File: src/rtl/spi_debug_hub.sv
// Multi-channel SPI mode-0 debug slave: NB_CH chip selects share one SCLK/MOSI/MISO bus.
// SPI pins are resynchronised into i_clk and acted on through edge detection.
`timescale 1ns/1ps
module spi_debug_hub #(
   parameter int NB_BITS   = 32,
   parameter int NB_CH     = 4,
   parameter bit MSB_FIRST = 1'b1
) (
   input  logic                     i_clk,
   input  logic                     i_rst,
   input  logic                     i_SCLK,
   input  logic                     i_MOSI,
   input  logic [NB_CH-1:0]         i_SPI_cs,
   input  logic [NB_CH*NB_BITS-1:0] i_data,
   output logic                     o_MISO,
   output logic [NB_CH*NB_BITS-1:0] o_data,
   output logic [NB_CH-1:0]         o_valid,
   output logic                     o_cs_err
);
   localparam int CNT_W = $clog2(NB_BITS + 1);
   localparam int CH_W  = (NB_CH > 1) ? $clog2(NB_CH) : 1;

   typedef enum logic [2:0] {IDLE, LOAD, SHIFT, DONE, ERR} state_e;

   state_e                   state_q, state_d;
   logic [2:0]               sclk_q, sclk_d;   // [0] meta, [1] sync, [2] history
   logic [1:0]               mosi_q, mosi_d;
   logic [NB_CH-1:0]         cs_meta_q, cs_meta_d, cs_sync_q, cs_sync_d;
   logic [CH_W-1:0]          ch_q, ch_d;
   logic [NB_BITS-1:0]       sr_q, sr_d;
   logic [CNT_W-1:0]         cnt_q, cnt_d;
   logic                     miso_q, miso_d;
   logic [NB_CH*NB_BITS-1:0] data_q, data_d;
   logic [NB_CH-1:0]         valid_q, valid_d;
   logic                     err_q, err_d;
   logic                     armed_q, armed_d;
   logic                     settle_q, settle_d;

   logic [NB_CH-1:0]   cs_low;
   logic               one_low, multi_low, sclk_rise, sclk_fall;
   logic [CH_W-1:0]    low_idx;
   logic [NB_BITS-1:0] word_sel, sr_shift;
   logic [CNT_W-1:0]   cnt_inc;

   always_comb begin
      sclk_d    = {sclk_q[1:0], i_SCLK};
      mosi_d    = {mosi_q[0], i_MOSI};
      cs_meta_d = i_SPI_cs;
      cs_sync_d = cs_meta_q;

      cs_low    = ~cs_sync_q;
      multi_low = |(cs_low & (cs_low - NB_CH'(1)));
      one_low   = |cs_low && !multi_low;
      low_idx   = '0;
      for (int k = 0; k < NB_CH; k++) begin
         if (cs_low[k]) low_idx = CH_W'(k);
      end
      sclk_rise = sclk_q[1] & ~sclk_q[2];
      sclk_fall = ~sclk_q[1] & sclk_q[2];
      word_sel  = i_data[int'(ch_q)*NB_BITS +: NB_BITS];
      sr_shift  = MSB_FIRST ? {sr_q[NB_BITS-2:0], mosi_q[1]} : {mosi_q[1], sr_q[NB_BITS-1:1]};
      cnt_inc   = cnt_q + CNT_W'(1);
   end

   always_comb begin
      // NOTE: every next-state variable gets a default first so no path can infer a latch.
      state_d  = state_q;
      ch_d     = ch_q;
      sr_d     = sr_q;
      cnt_d    = cnt_q;
      miso_d   = miso_q;
      data_d   = data_q;
      valid_d  = '0;
      err_d    = err_q;
      settle_d = 1'b1;
      // A completed frame disarms until every cs has been seen high; after reset the
      // cs synchronisers need one cycle (settle) before they reflect the real pins.
      armed_d  = (armed_q && state_q != DONE) || (settle_q && &cs_meta_q && &cs_sync_q);

      case (state_q)
         IDLE: begin
            if (armed_q && one_low) begin
               state_d = LOAD;
               ch_d    = low_idx;
            end
         end
         LOAD: begin
            state_d = SHIFT;
            sr_d    = word_sel;
            cnt_d   = '0;
            miso_d  = MSB_FIRST ? word_sel[NB_BITS-1] : word_sel[0];
         end
         SHIFT: begin
            if (sclk_rise) begin
               sr_d  = sr_shift;
               cnt_d = cnt_inc;
               if (cnt_inc == CNT_W'(NB_BITS)) begin
                  state_d                                  = DONE;
                  data_d[int'(ch_q)*NB_BITS +: NB_BITS] = sr_shift;
                  valid_d[ch_q]                            = 1'b1;
               end
            end else if (sclk_fall) begin
               miso_d = MSB_FIRST ? sr_q[NB_BITS-1] : sr_q[0];
            end
            // Completion wins over a cs release detected in the same cycle.
            if (state_d != DONE && cs_sync_q[ch_q]) begin
               state_d = IDLE;
               cnt_d   = '0;
            end
         end
         DONE:    state_d = IDLE;
         ERR:     if (&cs_sync_q) state_d = IDLE;
         default: state_d = IDLE;
      endcase

      if (multi_low) begin
         state_d = ERR;
         err_d   = 1'b1;
         data_d  = data_q;
         valid_d = '0;
         cnt_d   = '0;
      end
      if (state_d == IDLE || state_d == ERR) miso_d = 1'b0;
   end

   always_ff @(posedge i_clk) begin
      if (i_rst) begin
         state_q   <= IDLE;
         sclk_q    <= '0;
         mosi_q    <= '0;
         // NOTE: cs synchronisers reset to 1 so reset itself never looks like a cs assertion.
         cs_meta_q <= '1;
         cs_sync_q <= '1;
         ch_q      <= '0;
         sr_q      <= '0;
         cnt_q     <= '0;
         miso_q    <= 1'b0;
         data_q    <= '0;
         valid_q   <= '0;
         err_q     <= 1'b0;
         armed_q   <= 1'b0;
         settle_q  <= 1'b0;
      end else begin
         // NOTE: state registers use non-blocking assignment so all flops update together.
         state_q   <= state_d;
         sclk_q    <= sclk_d;
         mosi_q    <= mosi_d;
         cs_meta_q <= cs_meta_d;
         cs_sync_q <= cs_sync_d;
         ch_q      <= ch_d;
         sr_q      <= sr_d;
         cnt_q     <= cnt_d;
         miso_q    <= miso_d;
         data_q    <= data_d;
         valid_q   <= valid_d;
         err_q     <= err_d;
         armed_q   <= armed_d;
         settle_q  <= settle_d;
      end
   end

   assign o_MISO   = miso_q;
   assign o_data   = data_q;
   assign o_valid  = valid_q;
   assign o_cs_err = err_q;

endmodule

File: config.mk
export PLATFORM = sky130hd
export DESIGN_NAME = spi_debug_hub
export DESIGN_NICKNAME = d
export VERILOG_FILES = /design/src/rtl/spi_debug_hub.sv
export SDC_FILE = /design/constraint.sdc
export NUM_CORES = 1
export LEC_CHECK = 0
export CAP_MARGIN = 20
export CORE_MARGIN = 4
export CORE_UTILIZATION = 30
export DETAILED_ROUTE_END_ITERATION = 8
export PLACE_DENSITY_LB_ADDON = 0.12
export SLEW_MARGIN = 20
export SYNTH_ARGS = -nofsm -noshare
export SYNTH_HDL_FRONTEND = slang
export SYNTH_SLANG_ARGS = --single-unit
File: constraint.sdc
create_clock -name i_clk -period 2.5 [get_ports i_clk]
set_input_delay 0.5 -clock i_clk [delete_from_list [all_inputs] [get_ports i_clk]]
set_output_delay 0.5 -clock i_clk [all_outputs]
set_load 0.03 [all_outputs]
==> results.json <==
{
  "period_share_pct": 90.3,
  "syn_nets": 1091,
  "cts_tree": "yes",
  "core-area_sq_mm": 0.0273,
  "max-cap-violations": 0,
  "syn_area_sq_mm": 0.00839,
  "cts_root_buffer": "clkbuf_16",
  "ys_seq_area_share_pct": 45.8,
  "end_kind": "flop",
  "syn_area_per_cell_sq_um": 8.87,
  "io_buffer_count": 269,
  "slew_viol_final": 0,
  "ant_nets": 0,
  "htree_levels": 4,
  "rsz0062_at_grt": "false",
  "gp_congestion": 0.805,
  "area_growth_pct": 42.2,
  "cp.required_ps": 2850,
  "layout_commonest_cell": "clkdlybuf4s50_1",
  "insertedDiodeCount": 0,
  "avgViaCountPerCell": 4.96,
  "wl_per_cell_um": 18.5,
  "ctsResizeCount": 0,
  "grt_pass1_vias": 7687,
  "vias": 7753,
  "peakVddDrop_mv": 0.410,
  "cts_setup_buffers": 0,
  "async_reset_ff_share_pct": 0,
  "tightestPinTransition_ps": 917,
  "grt_start_max_net_pins": 178,
  "crit_type": "reg2reg",
  "cts_sinks": 192,
  "pin_count": 270,
  "die_h_um": 175,
  "startpoint_type": "flop",
  "fillers": 2676,
  "power.density_mw_per_mm2": 536,
  "fin_skew_ps": 12.4,
  "num-nets-final": 1322,
  "antenna_found_initial": 0,
  "synth_top_flop_cell": "dfxtp_1",
  "synth.distinct_cells": 49,
  "clk_latency_ps": 430,
  "stdcell_area_sq_mm": 0.0119,
  "rrSetupSlack_ps": 240,
  "layout_common_cells": "268 x clkdlybuf4s50_1, 196 x nand2_1, 190 x dfxtp_1",
  "ctsHoldBuffers": 0,
  "yosysWarningCount": 0,
  "crit_arrival_ps": 2600,
  "hold_viol": 0,
  "syn_inst": 946,
  "start_util_pct": 30.8,
  "placed_area_sq_mm": 0.0113,
  "die-area_sq_mm": 0.0307,
  "synth_edf_count": 0,
  "ys_seq_elements": 192,
  "drt_pass1_iterations": 5,
  "clk_path_buf_depth": 2,
  "critPathMaxFanout": 29,
  "drc": 0,
  "drive_gt1_share_pct": 10.6,
  "die_w_um": 175,
  "grt_pass1_wl_um": 44700,
  "cts_made_buffers": 17,
  "period_minus_slack_ps": 2260,
  "track_usage_pct": 18.3,
  "clk_pin_slew_worst_paths_ps": 70,
  "finalSetupTns_ps": 0,
  "overflow": 0,
  "p_leak_nw": 3.86,
  "rows": 60,
  "totalWireLength_um": 28900,
  "dp_hpwl_um": 20100,
  "setup_viol": 0,
  "drt_iter0_markers": 612,
  "fmax_ghz": 0.443,
  "slew_headroom_pct": 38.8,
  "status": "finished, final reports clean",
  "min_path_type": "in2reg"
}
-- worst paths after layout --
| path | startpoint | to | depth (start not counted) |
|---|---|---|---|
| worst max-delay path | cnt_q[0] | o_data[90] | 7 |
| worst min-delay path | i_rst | settle_q | 2 |
| worst max register to register | cnt_q[0] | o_data[90] | 7 |
| worst min register to register | cs_meta_q[2] | cs_sync_q[2] | 1 |
-- per-stage QoR --
stage	std cells	power, mW	util, %	setup WS [ps]	hold WS [ps]
2_1_floorplan	946	3.41	-	71.4	414
3_3_place_gp	1530	3.71	41.6	345	434
3_5_place_dp	1530	3.72	41.6	261	428
4_1_cts	1562	6.48	43.8	239	287
5_1_grt	1562	6.62	43.8	60.2	295
6_report	1562	6.40	43.8	242	300
-- layout make-up --
type                       instances  area (sq um)  area share, %
clock inverter                    13           145           1.22
sequential                       192          3850           32.2
tap                              372           465           3.90
inverter                           5          18.8          0.157
timing repair buffer             298          2950           24.7
clock buffer                      19           453           3.80
multi-input combinational        663          4050           34.0
-- state kept, by name, summed over array words and instances (netlist names) --
register	count
armed_q	1
ch_q	2
cnt_q	6
cs_meta_q	4
cs_sync_q	4
mosi_q	2
o_MISO	1
o_cs_err	1
o_data	128
o_valid	4
sclk_q	3
settle_q	1
sr_q	32
state_q	3
-- power breakdown --
| group | total (mW) | switching [mW] | internal, mW | leakage, nW |
|---|---|---|---|---|
| logic | 0.515 | 0.210 | 0.305 | 2.01 |
| registers | 3.12 | 0.0417 | 3.08 | 1.55 |
| clock network | 2.76 | 1.29 | 1.47 | 0.293 |
-- layer usage --
layer | GRT usage [%] | vias to the layer above | part of all wire [%]
li1 | - | 3824 | -
met1 | 25.2 | 3679 | 46
met2 | 29.7 | 238 | 47
met3 | 4.15 | 12 | 6.5
met4 | 3.93 | 0 | 0.91
met5 | 0 | - | 0
-- critical path: stages (launching register included) --
cell and delay, ps:
dfxtp_1 460, ha_1 270, nand4b_1 190, a211oi_4 380
and4_1 370, buf_12 230, nand3_1 100, a21oi_1 160
-- cells by family (layout without fill, tap and decap cells) --
family / Yosys count / in the layout / synth area share [%]
DFF: 192 / 192 / 45.8
buffers and inverters: 91 / 335 / 6.34
AOI/OAI and AO/OA: 191 / 191 / 14.2
muxes: 35 / 35 / 9.10
and+or+nand+nor: 428 / 428 / 23.2
adders and majority gates: 9 / 9 / 1.34
-- cell usage after synthesis (3+ instances only) --
library cell	n	area (sq um)
nand4_1	9	56.3
o211a_1	3	30.0
a311oi_1	32	280
buf_2	10	50.1
nor2_1	43	161
nand2b_1	4	25.0
inv_1	5	18.8
dfxtp_1	192	3840
clkbuf_1	56	210
or2_2	10	62.6
o21ai_0	5	25.0
ha_1	9	113
buf_1	3	11.3
and3_1	5	31.3
nand3_1	134	671
buf_6	5	56.3
nor3b_1	3	22.5
nor3_1	4	20.0
and4_1	4	35.0
mux4_2	33	743
a21oi_1	132	661
nor2b_1	6	37.5
nand2_1	196	736
buf_8	11	165
and2_1	3	18.8
(Power assumes the default switching activity.)
